===== src/rtl/uart_rx_pkg.sv =====
`default_nettype none
// +----------------------------------------------------------------------------+
// | uart_rx_pkg                                                                |
// | Baud divisor constants shared with the transmitter, receiver state         |
// | encoding and the bit-timer terminal-count helper.                          |
// | Rev 1.0                                                                    |
// +----------------------------------------------------------------------------+

// Clocks per bit at a 50 MHz system clock; identical to the transmit side.
`ifndef B115200
`define B9600   5208
`define B19200  2604
`define B38400  1302
`define B57600  868
`define B115200 434
`endif

package uart_rx_pkg;

    localparam logic [2:0] c_idle   = 3'd0;
    localparam logic [2:0] c_start  = 3'd1;
    localparam logic [2:0] c_data   = 3'd2;
    localparam logic [2:0] c_parity = 3'd3;
    localparam logic [2:0] c_stop   = 3'd4;
    localparam logic [2:0] c_break  = 3'd5;

    typedef enum logic [2:0] {
        ST_IDLE   = c_idle,
        ST_START  = c_start,
        ST_DATA   = c_data,
        ST_PARITY = c_parity,
        ST_STOP   = c_stop,
        ST_BREAK  = c_break
    } state_t;

    // START waits half a bit to land on mid-bit; every later state waits a full bit.
    function automatic int term_count(input int baud, input logic half);
        return half ? (baud / 2 - 1) : (baud - 1);
    endfunction

endpackage

`default_nettype wire


===== src/rtl/rx_bitclk.sv =====
`default_nettype none
// +----------------------------------------------------------------------------+
// | rx_bitclk                                                                  |
// | Bit-period divisor for the UART receiver: ticks at half or full bit time.  |
// | Rev 1.0                                                                    |
// +----------------------------------------------------------------------------+
module rx_bitclk
    import uart_rx_pkg::*;
#(
    parameter int BAUDRATE = 16
) (
    input  logic clk,
    input  logic rstn,
    input  logic clr,
    input  logic half,
    output logic tick
);

    localparam int CW = $clog2(BAUDRATE);
    localparam logic [CW-1:0] c_term_full = CW'(term_count(BAUDRATE, 1'b0));
    localparam logic [CW-1:0] c_term_half = CW'(term_count(BAUDRATE, 1'b1));

    logic [CW-1:0] r_cnt;
    logic [CW-1:0] w_term;

    assign w_term = half ? c_term_half : c_term_full;
    assign tick   = (r_cnt == w_term);

    // Wrapping on terminal count keeps consecutive data bits exactly one period apart.
    always_ff @(posedge clk or negedge rstn) begin
        if (!rstn) begin
            r_cnt <= '0;
        end else if (clr || tick) begin
            r_cnt <= '0;
        end else begin
            r_cnt <= r_cnt + CW'(1);
        end
    end

endmodule

`default_nettype wire


===== src/rtl/uart_rx.sv =====
`default_nettype none
// +----------------------------------------------------------------------------+
// | uart_rx                                                                    |
// | 8N1 serial receiver with mid-bit sampling, byte strobe and frame errors.   |
// | Optional even-parity check when UART_RX_PARITY_EN is defined.              |
// | Rev 1.0                                                                    |
// +----------------------------------------------------------------------------+
module uart_rx
    import uart_rx_pkg::*;
#(
    parameter int BAUDRATE = `B115200
) (
    input  logic       clk,
    input  logic       rstn,
    input  logic       rx,
    output logic [7:0] data,
    output logic       rcv,
    output logic       ferr,
    output logic       perr,
    output logic       busy
);

`ifdef UART_RX_PARITY_EN
    localparam state_t c_after_data = ST_PARITY;
`else
    localparam state_t c_after_data = ST_STOP;
`endif

    logic       r_rx_meta;
    logic       r_rxs;
    logic       r_rxs_d;
    state_t     r_state;
    state_t     w_state_next;
    logic       w_tick;
    logic       w_clr;
    logic       w_half;
    logic       w_start_ok;
    logic       w_shift;
    logic       w_done;
    logic       w_ferr;
    logic [7:0] r_shift;
    logic [2:0] r_idx;
    logic [7:0] r_data;
    logic       r_rcv;
    logic       r_ferr;
`ifdef UART_RX_PARITY_EN
    logic       w_par_cap;
    logic       r_par;
    logic       r_perr;
`endif

    // Start detection looks at rxs one cycle later so START is entered three
    // edges after the line is first seen low, centring all later samples.
    always_ff @(posedge clk or negedge rstn) begin
        if (!rstn) begin
            r_rx_meta <= 1'b1;
            r_rxs     <= 1'b1;
            r_rxs_d   <= 1'b1;
        end else begin
            r_rx_meta <= rx;
            r_rxs     <= r_rx_meta;
            r_rxs_d   <= r_rxs;
        end
    end

    rx_bitclk #(
        .BAUDRATE (BAUDRATE)
    ) u_bitclk (
        .clk  (clk),
        .rstn (rstn),
        .clr  (w_clr),
        .half (w_half),
        .tick (w_tick)
    );

    always_ff @(posedge clk or negedge rstn) begin
        if (!rstn) begin
            r_state <= ST_IDLE;
        end else begin
            r_state <= w_state_next;
        end
    end

    always_comb begin
        w_state_next = r_state;
        w_start_ok   = 1'b0;
        w_shift      = 1'b0;
        w_done       = 1'b0;
        w_ferr       = 1'b0;
`ifdef UART_RX_PARITY_EN
        w_par_cap    = 1'b0;
`endif
        case (r_state)
            ST_IDLE: begin
                if (!r_rxs_d) w_state_next = ST_START;
            end
            ST_START: begin
                if (w_tick) begin
                    if (!r_rxs) begin
                        w_start_ok   = 1'b1;
                        w_state_next = ST_DATA;
                    end else begin
                        w_state_next = ST_IDLE;
                    end
                end
            end
            ST_DATA: begin
                if (w_tick) begin
                    w_shift = 1'b1;
                    if (r_idx == 3'd7) w_state_next = c_after_data;
                end
            end
            ST_PARITY: begin
`ifdef UART_RX_PARITY_EN
                if (w_tick) begin
                    w_par_cap    = 1'b1;
                    w_state_next = ST_STOP;
                end
`else
                w_state_next = ST_IDLE;
`endif
            end
            ST_STOP: begin
                if (w_tick) begin
                    if (r_rxs) begin
                        w_done       = 1'b1;
                        w_state_next = ST_IDLE;
                    end else begin
                        w_ferr       = 1'b1;
                        w_state_next = ST_BREAK;
                    end
                end
            end
            ST_BREAK: begin
                // A held-low line must not be parsed as a run of 0x00 frames.
                if (r_rxs) w_state_next = ST_IDLE;
            end
            default: w_state_next = ST_IDLE;
        endcase

        w_half = (r_state == ST_START);
        w_clr  = (r_state == ST_IDLE) || (w_state_next != r_state);
    end

    always_ff @(posedge clk or negedge rstn) begin
        if (!rstn) begin
            r_shift <= 8'h00;
            r_idx   <= 3'd0;
            r_data  <= 8'h00;
            r_rcv   <= 1'b0;
            r_ferr  <= 1'b0;
        end else begin
            r_rcv  <= w_done;
            r_ferr <= w_ferr;
            if (w_start_ok) begin
                r_shift <= 8'h00;
                r_idx   <= 3'd0;
            end else if (w_shift) begin
                r_shift <= {r_rxs, r_shift[7:1]};
                r_idx   <= r_idx + 3'd1;
            end
            if (w_done) r_data <= r_shift;
        end
    end

`ifdef UART_RX_PARITY_EN
    always_ff @(posedge clk or negedge rstn) begin
        if (!rstn) begin
            r_par  <= 1'b0;
            r_perr <= 1'b0;
        end else begin
            if (w_par_cap) r_par <= r_rxs;
            r_perr <= w_done & ((^r_shift) ^ r_par);
        end
    end

    assign perr = r_perr;
`else
    assign perr = 1'b0;
`endif

    assign data = r_data;
    assign rcv  = r_rcv;
    assign ferr = r_ferr;
    assign busy = (r_state != ST_IDLE);

endmodule

`default_nettype wire


===== config.mk =====
export PLATFORM = sky130hd
export DESIGN_NAME = uart_rx
export DESIGN_NICKNAME = d
export VERILOG_FILES = /design/src/rtl/uart_rx_pkg.sv /design/src/rtl/rx_bitclk.sv /design/src/rtl/uart_rx.sv
export SDC_FILE = /design/constraint.sdc
export NUM_CORES = 1
export LEC_CHECK = 0
export CORE_ASPECT_RATIO = 0.7
export CORE_MARGIN = 4
export CORE_UTILIZATION = 45
export CTS_BUF_LIST = sky130_fd_sc_hd__clkbuf_4 sky130_fd_sc_hd__clkbuf_8
export DETAILED_ROUTE_END_ITERATION = 10
export GPL_ROUTABILITY_DRIVEN = 0
export GPL_TIMING_DRIVEN = 0
export PLACE_DENSITY_LB_ADDON = 0.3
export SLEW_MARGIN = 5
export SYNTH_ARGS = -nofsm -noshare
export SYNTH_HDL_FRONTEND = slang
export SYNTH_HIERARCHICAL = 1
export SYNTH_SLANG_ARGS = --single-unit

===== constraint.sdc =====
create_clock -name clk -period 2.8 [get_ports clk]
set_input_delay 0.7 -clock clk [delete_from_list [all_inputs] [get_ports clk]]
set_output_delay 0.7 -clock clk [all_outputs]
set_load 0.05 [all_outputs]

# Yosys cells after proc, flatten, opt, wreduce, memory -nomap -nowiden
# Cells that the tools add are included.
[classes]
n_addsub = 2
muxes = 24
eq_ne = 7
reduce_logical = 5
[ops]
columns = ["operator", "count"]
rows = [
  ["$mux 3", 9],
  ["$mux 9", 2],
  ["$mux 8", 2],
  ["$pmux 3 s5", 1],
  ["$add 9x1->9 const B", 1],
  ["$eq 3x3->1 const B", 3],
  ["$eq 9x9->1", 1],
  ["$mux 1", 9],
  ["$add 3x1->3 const B", 1],
  ["$eq 3x1->1 const B", 1],
  ["$eq 3x2->1 const B", 1],
  ["$logic_not 3->1", 1],
  ["$ne 3x3->1", 1],
  ["$reduce_bool 3->1", 1],
  ["$logic_or 1x1->1", 2],
  ["$mux 2", 1],
  ["$reduce_bool 2->1", 1],
]
[totals]
ff_bits = 36
output_inout_bits = 12
input_bits = 3
word_cells = 48

# Longest topological paths before layout
[logic_depth]
ltp_word = 9
ltp_mapped = 11

# Modules after synthesis
# Netlist, hierarchy kept.
[modules_own_cells]
columns = ["mod", "area_each_um2", "cells_per_inst", "seq_area_each_um2", "instances"]
rows = [
  ["uart_rx", 1199.9, 107, 679.4, 1],
  ["rx_bitclk", 478.0, 44, 225.2, 1],
]

# Least setup slack after synthesis
# Ideal clock, no wire load.
[synth_path]
path_type = "flip-flop to flip-flop"
start = "reg r_state[1]"
end = "reg u_bitclk.r_cnt[2]"
path_slack_ns = 0.055
required_ns = 2.649
path_stages_with_launch = 11
path_buffers = 1
setup_ns = 0.151
arrival_time_ns = 2.594
path_cell_list = "dfrtp_1 nand2b_1 nor2_1 and4bb_1 nand3b_2 a2111oi_4 nor2b_1 a21oi_1 o311ai_0 buf_1 nor3_1"
[synth_between]
elab_chain_len = 9
word_cells_on_any_way = 18
cone_classes = "eq/ne (6); mux (9); reduce/logical (3)"
[synth_lines]
columns = ["element", "line_no", "text"]
rows = [
  ["start: declaration", "uart_rx.sv:32", "state_t r_state;"],
  ["start signal: assignment", "uart_rx.sv:80", "r_state <= w_state_next;"],
  ["$eq 3x1->1 (*)", "uart_rx.sv:141", "w_half = (r_state == ST_START);"],
  ["named net w_half", "uart_rx.sv:36", "logic w_half;"],
  ["$mux 9 (*)", "rx_bitclk.sv:26", "assign w_term = half ? c_term_half : c_term_full;"],
  ["$eq 9x9->1 (*)", "rx_bitclk.sv:27", "assign tick = (r_cnt == w_term);"],
  ["named net w_tick", "uart_rx.sv:34", "logic w_tick;"],
  ["$mux 3, on equally long branches", "uart_rx.sv:124, uart_rx.sv:98, uart_rx.sv:108", ""],
  ["$pmux 3 s5 (*)", "uart_rx.sv:93", "case (r_state)"],
  ["$ne 3x3->1 (*)", "uart_rx.sv:142", "w_clr = (r_state == ST_IDLE) || (w_state_next != r_state);"],
  ["$logic_or 1x1->1 (*)", "uart_rx.sv:142", ""],
  ["named net w_clr", "uart_rx.sv:35", "logic w_clr;"],
  ["$logic_or 1x1->1 (*)", "rx_bitclk.sv:33", "end else if (clr || tick) begin"],
  ["$mux 9 (*)", "rx_bitclk.sv:33", ""],
  ["end signal: assignment", "rx_bitclk.sv:36", "r_cnt <= r_cnt + CW'(1);"],
  ["end: declaration", "rx_bitclk.sv:23", "logic [CW-1:0] r_cnt;"],
]
# The timed path passes the listed nets; every way through them passes the cells marked *.
# A chain may end at the register's enable or synchronous reset.

# Worst setup path in the final report
[layout_path]
start = "reg r_state[2]"
end = "out busy"
[layout_between]
elab_chain_len = 1
[layout_lines]
columns = ["element", "line_no", "text"]
rows = [
  ["$reduce_bool 3->1", "uart_rx.sv:185", "assign busy = (r_state != ST_IDLE);"],
  ["end: declaration", "uart_rx.sv:20", "output logic busy"],
]
# Every way passes these cells.

==> results.py <==
metrics = {
    "drt": {
        "first_pass_iters": 4,
        "drtAntennaViolNets": 0,
        "vias_per_cell": 5.16,
        "wl_per_cell_um": 13.5,
        "drt_iter0_drc": 71,
        "vias": 1171,
        "drt_wl_total_um": 3070,
        "drcViolationCount": 0,
    },
    "die": {
        "rows": 18,
        "die_area_um2": 4790,
        "ios": 15,
        "coreArea_um2": 3560,
        "die_x_um": 81.0,
        "start_util_pct": 47.2,
        "die_h_um": 59.1,
    },
    "sta": {
        "fin_worst_skew_ns": 0.00746,
        "fin_tns_setup_ns": 0,
        "fmax_ghz": 0.384,
        "relSlewSlack_pct": 49.1,
        "tightest_slew_ns": 0.764,
        "period_share_pct": 92.9,
        "min_period_ns": 2.60,
        "report.final.slew_viol_count": 0,
        "finalSetupViolCount": 0,
        "setup_slack_ns": 0.198,
        "finalHoldViolations": 0,
    },
    "setup_path": {
        "path_buf_inv": 2,
        "cp.depth": 3,
        "crit_chain": "buf_4 > or3_1 > clkdlybuf4s50_1",
        "cpLargestDelayFamily": "buffers and inverters",
        "rrSetupSlack_ns": 0.20,
        "crit_slowest_cell": "clkdlybuf4s50_1",
        "critical_path_class": "reg -> out",
        "critPathMaxFanout": 10,
        "critPathArrivalTime_ns": 1.90,
        "cp.required_ns": 2.10,
        "r2r_cells": 11,
        "r2r_end": "u_bitclk/r_cnt[0]$_DFF_PN0_",
        "cp-endpoint": "busy",
        "critPathLaunch": "r_state[2]$_DFF_PN0_",
        "slowest_delay_ns": 0.70,
        "crit_path_start_kind": "register",
        "cp-end-kind": "output port",
        "timing.rr.start": "r_state[0]$_DFF_PN0_",
    },
    "layout": {
        "drive_above_1_share_pct": 26.6,
        "area_growth_pct": 22.0,
        "seq_area_um2": 908,
        "fin_util_pct": 57.5,
        "antenna-diode-count": 0,
        "multi_input_area_um2": 746,
        "stdcell_count": 227,
        "fillCellCount": 326,
        "final_nets": 182,
    },
    "pwr": {
        "p_leak_nw": 0.898,
        "swShare_pct": 19.9,
        "seqPwrFrac_pct": 52.7,
        "powerDensity_nw_per_um2": 488,
        "switchingPower_mw": 0.199,
        "power.internal_mw": 0.801,
        "peakVddDrop_mv": 0.466,
        "clock_power_share_pct": 45.7,
        "combPwrFrac_pct": 1.7,
    },
    "synth": {
        "post_synth_main_area_contributors": "dfrtp_1, mux2_4, nand2_1",
        "yosysTopAreaCell": "dfrtp_1",
        "yosys-top-cells-count": "dfrtp_1, nand2_1, a21oi_1, mux2_4, nor3_1",
        "yosysMostFrequentCell": "dfrtp_1",
        "ys_seq_area_share_pct": 53.9,
        "synth-async-reset-ratio_pct": 100,
        "synth_top_area_share_pct": 49.2,
        "ys.flop_type": "dfrtp_1",
        "synth_area_um2": 1680,
        "yosysWarnings": 6,
        "syn_area_per_cell_um2": 11.1,
        "ys_seq_elements": 36,
        "synth_edf_count": 0,
        "ys_types": 43,
        "syn-num-nets": 157,
        "synth_cells": 151,
    },
    "grt": {
        "grt.overflow.total": 0,
        "grt_pass1_wl_um": 5020,
        "antenna_found_initial": 0,
        "grt_pass1_vias": 1076,
        "grt_max_degree": 37,
        "grt_usage_pct": 13.9,
    },
    "place": {
        "dp.final_hpwl_um": 2030,
        "port_buffers": 13,
        "placed_cells": 214,
        "dp_slack_ns": -0.469,
    },
    "clocking": {
        "cts_tree": "done",
        "cts.root.buffer_cell": "clkbuf_8",
        "clk_path_buf_depth": 2,
        "clock_sinks": 36,
        "cts_buffers": 5,
        "htreeDepth": 2,
        "clk_latency_ns": 0.28,
        "clk_pin_slew_ns": 0.07,
    },
    "status": {
        "outcome": "finished clean",
    },
    "min_path": {
        "hold_path_class": "reg -> reg",
    },
    "flow_run": {
        "maxCapViolCount": 0,
    },
}
[flip-flops by register name, indices dropped and copies added, names as in the netlist]
name / flops
r_state: 3
r_rxs_d: 1
r_rxs: 1
u_bitclk/r_cnt: 9
r_idx: 3
r_rx_meta: 1
r_shift: 8
data: 8
ferr: 1
rcv: 1
[placed cells by master (no fill, tap or decap), types with 4 or more instances in the layout]
cell type        Yosys  final
dfrtp_1             33     30
nand2_1             27     27
clkdlybuf4s50_1      0     12
buf_4                2      8
a21oi_1              8      8
mux2_4               8      8
nor3_1               8      8
nor2_1               7      7
o21ai_0              6      6
clkbuf_8             0      5
buf_2                3      4
nand3_1              4      4
xnor2_1              4      4
[worst reg2reg max path, cell delays in order (launching register included)]
cell and delay (ns):
dfrtp_2 0.49, nand2b_4 0.12, nor2_1 0.06, and4bb_2 0.30
nand3b_1 0.13, a2111oi_4 0.35, buf_4 0.19, nor2b_4 0.16
a21oi_1 0.08, o311ai_2 0.34, buf_2 0.22, nor3_1 0.06
[layout make-up]
cell class,count,area share [%]
sequential,36,44.4
multi-input combinational,106,36.4
timing repair buffer,18,7.82
clock buffer,6,3.73
tap,50,3.06
buffer,8,2.69
clock inverter,2,1.71
inverter,1,0.183
[routing by layer]
| metal | vias to the layer above | wire length [µm] | GRT usage, % |
|---|---|---|---|
| met4 | 0 | 25 | 5.06 |
| met3 | 4 | 133 | 4.56 |
| met1 | 579 | 1530 | 18.6 |
| met5 | - | 0 | 0 |
| li1 | 569 | - | - |
| met2 | 19 | 1380 | 21.1 |
[power by group through the flow]
stage	Clock (mW)	Combinational, mW	Sequential, mW
after floorplan	0	0.00524	0.535
after global placement	0	0.0179	0.536
after detailed placement	0	0.0178	0.536
after CTS	0.466	0.0177	0.526
after global routing	0.497	0.0197	0.527
final	0.456	0.0168	0.526
[timing repair]
item / in CTS / in global routing
setup endpoints to repair: 29 / 21
gates resized for setup: 1 / 13
hold buffers: 0 / 0
pin swaps: 1 / 1
gates cloned: 0 / 1
endpoints found under the hold margin: 0 / 0
setup buffers: 2 / 2
[how the worst min path moves through the flow]
stage / slack [ns] / endpoint / start / cells after the start
floorplan: 0.35 / r_rxs$_DFF_PN1_ / r_rx_meta$_DFF_PN1_ / 0
global placement: 0.35 / r_rxs$_DFF_PN1_ / r_rx_meta$_DFF_PN1_ / 0
detailed placement: 0.35 / r_rxs$_DFF_PN1_ / r_rx_meta$_DFF_PN1_ / 0
CTS: 0.36 / r_rxs$_DFF_PN1_ / r_rx_meta$_DFF_PN1_ / 0
global route: 0.37 / r_rxs$_DFF_PN1_ / r_rx_meta$_DFF_PN1_ / 0
finish: 0.36 / r_rxs$_DFF_PN1_ / r_rx_meta$_DFF_PN1_ / 0
[stage by stage]
| stage | instance area [µm²] | total power [mW] | hold WS [ns] |
|---|---|---|---|
| after floorplan | 1680 | 0.541 | 0.345 |
| after global placement | 1870 | 0.554 | 0.350 |
| after detailed placement | 1870 | 0.554 | 0.348 |
| after CTS | 1990 | 1.01 | 0.359 |
| after global routing | 2050 | 1.04 | 0.367 |
| final | 2050 | 1.00 | 0.357 |
[cell families after synthesis]
logic type | synth area share (%)
compound gates | 8.58
xor+xnor | 3.65
fa+ha+maj | 2.24
buf+inv | 3.13
flops | 53.9
mux | 7.76
other cells | 0.223
simple gates | 20.5
Power figures use the tool's default switching activity.
